[src/rtl/alu_rr_sched_pkg.sv]
// alu_rr_sched_pkg: ALU opcodes, scheduler FSM states and width defaults shared by the
// round-robin ALU scheduler. Build option ALU_RR_SCHED_ILLEGAL_FILTER_EN uses is_invalid_op().
package alu_rr_sched_pkg;

   localparam int unsigned DefDataW = 4;
   localparam int unsigned DefCtlW  = 4;

   // Opcodes understood by the shared ALU; the two invalid codes never raise valid_out.
   typedef enum logic [DefCtlW-1:0] {
      OpAdd      = 4'h0,
      OpSub      = 4'h1,
      OpAnd      = 4'h2,
      OpOr       = 4'h3,
      OpXor      = 4'h4,
      OpNotA     = 4'h5,
      OpInvalid1 = 4'h6,
      OpInvalid2 = 4'h7
   } alu_op_e;

   typedef enum logic [1:0] {
      StIdle  = 2'd0,
      StIssue = 2'd1,
      StWait  = 2'd2,
      StResp  = 2'd3
   } sched_state_e;

   function automatic logic is_invalid_op(input logic [DefCtlW-1:0] ctl);
      return (ctl == OpInvalid1) || (ctl == OpInvalid2);
   endfunction

endpackage

[src/rtl/alu_rr_arb.sv]
// alu_rr_arb: combinational round-robin grant. Search starts one past ptr_i and wraps.
module alu_rr_arb #(
   parameter int unsigned NumReq = 4,
   parameter int unsigned IdxW   = $clog2(NumReq)
) (
   input  logic [NumReq-1:0] req_valid_i,
   input  logic [IdxW-1:0]   ptr_i,
   output logic [NumReq-1:0] gnt_o,
   output logic [IdxW-1:0]   gnt_idx_o,
   output logic              any_valid_o
);

   // First valid requester at or after ptr_i+1 (mod NumReq)
   always_comb begin
      int unsigned cand;
      cand        = 0;
      gnt_idx_o   = '0;
      any_valid_o = 1'b0;
      for (int unsigned k = 1; k <= NumReq; k++) begin
         cand = (32'(ptr_i) + k) % NumReq;
         if (!any_valid_o && req_valid_i[cand[IdxW-1:0]]) begin
            any_valid_o = 1'b1;
            gnt_idx_o   = cand[IdxW-1:0];
         end
      end
      gnt_o = any_valid_o ? (NumReq'(1) << gnt_idx_o) : '0;
   end

endmodule

[src/rtl/alu_rr_sched.sv]
// alu_rr_sched: shares one ALU among NUM_REQ requesters, one op in flight at a time.
// IDLE -> ISSUE -> WAIT -> RESP -> IDLE. WAIT times out after TIMEOUT cycles with err set.
// Build option ALU_RR_SCHED_ILLEGAL_FILTER_EN: invalid opcodes are answered from IDLE with
// err set and never reach the ALU.
module alu_rr_sched
   import alu_rr_sched_pkg::*;
#(
   parameter int unsigned NUM_REQ = 4,
   parameter int unsigned DATA_W  = DefDataW,
   parameter int unsigned CTL_W   = DefCtlW,
   parameter int unsigned TIMEOUT = 2
) (
   input  logic                        clk,
   input  logic                        reset,
   input  logic [NUM_REQ-1:0]          req_valid,
   output logic [NUM_REQ-1:0]          req_ready,
   input  logic [NUM_REQ*DATA_W-1:0]   req_a,
   input  logic [NUM_REQ*DATA_W-1:0]   req_b,
   input  logic [NUM_REQ-1:0]          req_cin,
   input  logic [NUM_REQ*CTL_W-1:0]    req_ctl,
   output logic                        rsp_valid,
   input  logic                        rsp_ready,
   output logic [$clog2(NUM_REQ)-1:0]  rsp_id,
   output logic [DATA_W-1:0]           rsp_alu,
   output logic                        rsp_carry,
   output logic                        rsp_zero,
   output logic                        rsp_err,
   output logic                        alu_valid_in,
   output logic [DATA_W-1:0]           alu_a,
   output logic [DATA_W-1:0]           alu_b,
   output logic                        alu_cin,
   output logic [CTL_W-1:0]            alu_ctl,
   input  logic                        alu_valid_out,
   input  logic [DATA_W-1:0]           alu_result,
   input  logic                        alu_carry,
   input  logic                        alu_zero
);

   localparam int unsigned IdxW = $clog2(NUM_REQ);
   localparam int unsigned CntW = $clog2(TIMEOUT + 1);

   sched_state_e      state_d, state_q;
   logic [IdxW-1:0]   ptr_d, ptr_q;
   logic [IdxW-1:0]   id_d, id_q;
   logic [DATA_W-1:0] a_d, a_q, b_d, b_q;
   logic              cin_d, cin_q;
   logic [CTL_W-1:0]  ctl_d, ctl_q;
   logic [CntW-1:0]   cnt_d, cnt_q;
   logic [DATA_W-1:0] res_d, res_q;
   logic              carry_d, carry_q, zero_d, zero_q, err_d, err_q;
   logic              rsp_valid_d, rsp_valid_q;
   logic              alu_vin_d, alu_vin_q;

   logic [NUM_REQ-1:0] gnt;
   logic [IdxW-1:0]    gnt_idx;
   logic               any_valid;
   logic [DATA_W-1:0]  sel_a, sel_b;
   logic               sel_cin;
   logic [CTL_W-1:0]   sel_ctl;

   alu_rr_arb #(
      .NumReq (NUM_REQ),
      .IdxW   (IdxW)
   ) u_arb (
      .req_valid_i (req_valid),
      .ptr_i       (ptr_q),
      .gnt_o       (gnt),
      .gnt_idx_o   (gnt_idx),
      .any_valid_o (any_valid)
   );

   // Operands of the currently granted requester
   always_comb begin
      sel_a   = req_a[32'(gnt_idx) * DATA_W +: DATA_W];
      sel_b   = req_b[32'(gnt_idx) * DATA_W +: DATA_W];
      sel_cin = req_cin[gnt_idx];
      sel_ctl = req_ctl[32'(gnt_idx) * CTL_W +: CTL_W];
   end

   // Next-state, accept strobe and registered-output next values
   always_comb begin
      state_d     = state_q;
      ptr_d       = ptr_q;
      id_d        = id_q;
      a_d         = a_q;
      b_d         = b_q;
      cin_d       = cin_q;
      ctl_d       = ctl_q;
      cnt_d       = cnt_q;
      res_d       = res_q;
      carry_d     = carry_q;
      zero_d      = zero_q;
      err_d       = err_q;
      rsp_valid_d = rsp_valid_q;
      alu_vin_d   = 1'b0;
      req_ready   = '0;
      unique case (state_q)
         StIdle: begin
            if (any_valid) begin
               req_ready = gnt;
               ptr_d     = gnt_idx;
               id_d      = gnt_idx;
`ifdef ALU_RR_SCHED_ILLEGAL_FILTER_EN
               if (is_invalid_op(DefCtlW'(sel_ctl))) begin
                  // Answer immediately; ALU-facing regs keep their last values
                  res_d       = '0;
                  carry_d     = 1'b0;
                  zero_d      = 1'b0;
                  err_d       = 1'b1;
                  rsp_valid_d = 1'b1;
                  state_d     = StResp;
               end else begin
                  a_d       = sel_a;
                  b_d       = sel_b;
                  cin_d     = sel_cin;
                  ctl_d     = sel_ctl;
                  alu_vin_d = 1'b1;
                  state_d   = StIssue;
               end
`else
               a_d       = sel_a;
               b_d       = sel_b;
               cin_d     = sel_cin;
               ctl_d     = sel_ctl;
               alu_vin_d = 1'b1;
               state_d   = StIssue;
`endif
            end
         end
         StIssue: begin
            cnt_d   = '0;
            state_d = StWait;
         end
         StWait: begin
            if (alu_valid_out) begin
               res_d       = alu_result;
               carry_d     = alu_carry;
               zero_d      = alu_zero;
               err_d       = 1'b0;
               rsp_valid_d = 1'b1;
               state_d     = StResp;
            end else begin
               cnt_d = cnt_q + 1'b1;
               if (cnt_d == CntW'(TIMEOUT)) begin
                  res_d       = '0;
                  carry_d     = 1'b0;
                  zero_d      = 1'b0;
                  err_d       = 1'b1;
                  rsp_valid_d = 1'b1;
                  state_d     = StResp;
               end
            end
         end
         StResp: begin
            if (rsp_ready) begin
               rsp_valid_d = 1'b0;
               state_d     = StIdle;
            end
         end
         default: state_d = StIdle;
      endcase
   end

   // State and output registers with synchronous active-low reset
   always_ff @(posedge clk) begin
      if (!reset) begin
         state_q     <= StIdle;
         ptr_q       <= IdxW'(NUM_REQ - 1);
         id_q        <= '0;
         a_q         <= '0;
         b_q         <= '0;
         cin_q       <= 1'b0;
         ctl_q       <= '0;
         cnt_q       <= '0;
         res_q       <= '0;
         carry_q     <= 1'b0;
         zero_q      <= 1'b0;
         err_q       <= 1'b0;
         rsp_valid_q <= 1'b0;
         alu_vin_q   <= 1'b0;
      end else begin
         state_q     <= state_d;
         ptr_q       <= ptr_d;
         id_q        <= id_d;
         a_q         <= a_d;
         b_q         <= b_d;
         cin_q       <= cin_d;
         ctl_q       <= ctl_d;
         cnt_q       <= cnt_d;
         res_q       <= res_d;
         carry_q     <= carry_d;
         zero_q      <= zero_d;
         err_q       <= err_d;
         rsp_valid_q <= rsp_valid_d;
         alu_vin_q   <= alu_vin_d;
      end
   end

   assign alu_valid_in = alu_vin_q;
   assign alu_a        = a_q;
   assign alu_b        = b_q;
   assign alu_cin      = cin_q;
   assign alu_ctl      = ctl_q;
   assign rsp_valid    = rsp_valid_q;
   assign rsp_id       = id_q;
   assign rsp_alu      = res_q;
   assign rsp_carry    = carry_q;
   assign rsp_zero     = zero_q;
   assign rsp_err      = err_q;

endmodule

[config.mk]
export PLATFORM = sky130hd
export DESIGN_NAME = alu_rr_sched
export DESIGN_NICKNAME = d
export VERILOG_FILES = /design/src/rtl/alu_rr_sched_pkg.sv /design/src/rtl/alu_rr_arb.sv /design/src/rtl/alu_rr_sched.sv
export SDC_FILE = /design/constraint.sdc
export NUM_CORES = 1
export LEC_CHECK = 0
export ABC_AREA = 1
export CAP_MARGIN = 10
export CELL_PAD_IN_SITES_DETAIL_PLACEMENT = 0
export CELL_PAD_IN_SITES_GLOBAL_PLACEMENT = 2
export CORE_UTILIZATION = 20
export CTS_CLUSTER_SIZE = 12
export DETAILED_ROUTE_END_ITERATION = 10
export PLACE_DENSITY = 0.9
export SETUP_SLACK_MARGIN = 0.5
export SLEW_MARGIN = 20
export SYNTH_ARGS = -nofsm -noshare
export SYNTH_HDL_FRONTEND = slang
export SYNTH_SLANG_ARGS = --single-unit
[constraint.sdc]
create_clock -name clk -period 1.95 [get_ports clk]
set_input_delay 0.2925 -clock clk [delete_from_list [all_inputs] [get_ports clk]]
set_output_delay 0.2925 -clock clk [all_outputs]
set_load 0.005 [all_outputs]
==> qor.txt <==
CTS tree: done
Worst VDD drop: 1040 µV
Die X: 107 µm
Total GRT Usage: 13.6%
clk buf depth: 2
status: finished, violations left
setup ws final: -0.221 ns
RSZ-0062 raised after global routing: true
wire per inst: 12.4 µm
setup TNS: -2.55 ns
CP arrival: 1.88 ns
GP Congestion: 0.859
largest family of logic cells by synthesized area: simple AND/OR/NAND/NOR gates
post-synthesis xor/xnor area fraction: 0%
largest net degree at the start of global routing: 27
Site Rows: 37
sequential fraction of the synthesis area: 27.5%
chip height: 107 µm
CP Class: flip-flop to primary output
first-pass GRT wire length: 12300 µm
Worst-Skew Late Latency: 0.28 ns
endpoints failing setup: 21
synthesized area per cell: 5.88 µm²
Most used DFF post-synth: dfxtp_1
1st-iter DRT viols: 63
max cap viols: 0
layout cell share with drive strength beyond 1: 27.5%
clock sink total: 30
grt ovf: 0
post-synth top area cell: dfxtp_1
Max Slew Vio Count: 0
Syn. warnings: 0
Root Driver: clkbuf_8
violated checks: setup timing
port buffer count: 93
fin nets: 576
initial core utilization: 20.9%
drt drc: 0
Final Hold Fails: 0
EDFF count, synth: 0
first-pass iteration count of the detailed router: 4
CTS Buf Count: 5
Via density: 4.25
FMAX: 461 MHz
required time of the critical path: 1.66 ns
clock share of power: 11.0%
Die ar.: 0.0114 mm²
dpl hpwl: 5340 µm
post-synthesis mux area share: 0%
NetSw: 3.31 mW
vias in the first global route: 2615
Post-synth top cells: nand2_1 (86), inv_1 (83), nand3_1 (69)
register share of total power: 13.8%
Yosys cell types: 29
Worst Setup Start Kind: flip-flop
Antenna Cells: 0
Final period util: 111%
clk_skew: 0.00421 ns
placed cells: 610
clock slew at reported path FFs: 0.07 ns
Logic pwr share: 75.2%
Yosys reg bits: 30
Worst-Margin Slew: 0.318 ns
Vias: 2725
post-synthesis adder-cell area fraction: 3.43%
most frequent cell after synthesis: nand2_1
Mapped Area: 0.00219 mm²
worst-path fanout max: 4
Pwr per Cell Area: 1760 mW/mm²
reg2reg setup slack: -0.20 ns
core area: 0.0105 mm²
synthesized instance count: 372
Synth Area in Compound Gates: 6.58%
Layout area overhead: 89.9%
Pint: 4.01 mW
synth top area cells: dfxtp_1 (27%), nand3_1 (16%), nand2_1 (15%)
minimum clock period: 2.17 ns
H-Tree Level Count: 2
Simple-Gate Fraction of Synth Area: 42.3%
fin cells: 641
sw frac: 45.2%
Hold Path Class: flip-flop to flip-flop
endpoint type of the worst setup path: primary output
io pins: 94
Mapped Nets: 444
initial antenna violation count: 0
antenna viol nets, final: 0
Pleak: 2.30 nW
Yosys top cell area share: 27.5%
asr flop ratio synth: 0%
WL final: 7970 µm
Slew HR: 78.7%
-- critical path: stages, from the launching register on --
cell     delay (ns)
dfxtp_2        0.35
buf_6          0.13
inv_6          0.05
nand2_4        0.06
nand2_4        0.06
nand2_4        0.08
nand2_4        0.07
nor2_4         0.12
nand3_2        0.11
nand2_4        0.09
nand2_4        0.06
inv_4          0.06
buf_6          0.09
nand2_4        0.04
nor2_2         0.10
buf_2          0.12
-- per-layer routing --
layer  wire, µm  GRT usage, %
met2       4190          24.3
met5          0             0
met1       3320          16.5
met3        317          1.95
met4        136          5.09
-- stage by stage --
step	instance area (µm²)	utilization (%)	hold slack, ns	total power, mW	setup WS [ns]
floorplan	2230	-	0.390	3.47	0.108
global placement	3390	32.4	0.448	4.76	-0.586
detailed placement	3390	32.4	0.454	4.78	-0.634
CTS	3830	36.6	0.465	6.61	-0.231
global route	4150	39.7	0.488	7.90	-0.336
finish	4150	39.7	0.457	7.32	-0.221
-- timing repair --
| item | 4_1_cts | 5_1_grt |
|---|---|---|
| setup buffers | 14 | 5 |
| pin swaps | 21 | 40 |
| gates cloned | 3 | 1 |
| endpoints found under the setup margin | 32 | 40 |
| hold buffers | 0 | 0 |
| resized for setup | 78 | 73 |
| hold endpoints to repair | 0 | 0 |
-- cell type report --
class	instances	area (µm²)
Multi-Input combinational cell	238	1440
Tap cell	136	170
Sequential cell	30	621
Clock buffer	6	82.6
Clock inverter	2	60.1
Fill cell	1075	6310
Timing Repair Buffer	138	1420
Inverter	90	350
Timing Repair inverter	1	8.76
-- power groups by stage --
stage	clock network, mW	registers (mW)	logic, mW
6_report	0.805	1.01	5.51
5_1_grt	0.858	1.03	6.01
4_1_cts	0.830	0.953	4.83
3_5_place_dp	0	0.942	3.84
3_3_place_gp	0	0.942	3.81
2_1_floorplan	0	0.939	2.54
-- path summary, 6_finish.rpt --
kind,start,end,depth (start not counted)
max,ptr_q[0],req_ready[1],15
min,rsp_alu[2],rsp_alu[2],2
max reg2reg,ptr_q[0],rsp_id[1],20
min reg2reg,rsp_alu[2],rsp_alu[2],2
-- flip-flops by register name, summed over array words and instances (netlist names) --
name / cells
state_q: 2
cnt_q: 2
alu_b: 4
rsp_valid: 1
rsp_alu: 4
rsp_zero: 1
alu_cin: 1
rsp_err: 1
alu_ctl: 4
rsp_id: 2
ptr_q: 2
alu_a: 4
rsp_carry: 1
alu_valid_in: 1
-- layout by cell type (no fill, tap or decap), drive strengths merged --
cell / count
nor3: 1
dlymetal6s2s: 15
nand4: 2
a21oi: 15
dlygate4sd2: 8
nand3: 70
bufinv: 2
dfxtp: 30
a21boi: 1
clkinv: 2
buf: 48
o31a: 1
o21ai: 4
inv: 89
ha: 6
a211oi: 1
nor2: 38
o22ai: 1
clkbuf: 7
clkdlybuf4s50: 66
o211ai: 2
nand2: 96
-- logic make-up after synthesis --
group | count (synthesis)
and+or+nand+nor | 207
buffers and inverters | 104
AOI/OAI and AO/OA | 25
DFF | 30
adders and majority gates | 6
(Power assumes the default switching activity.)
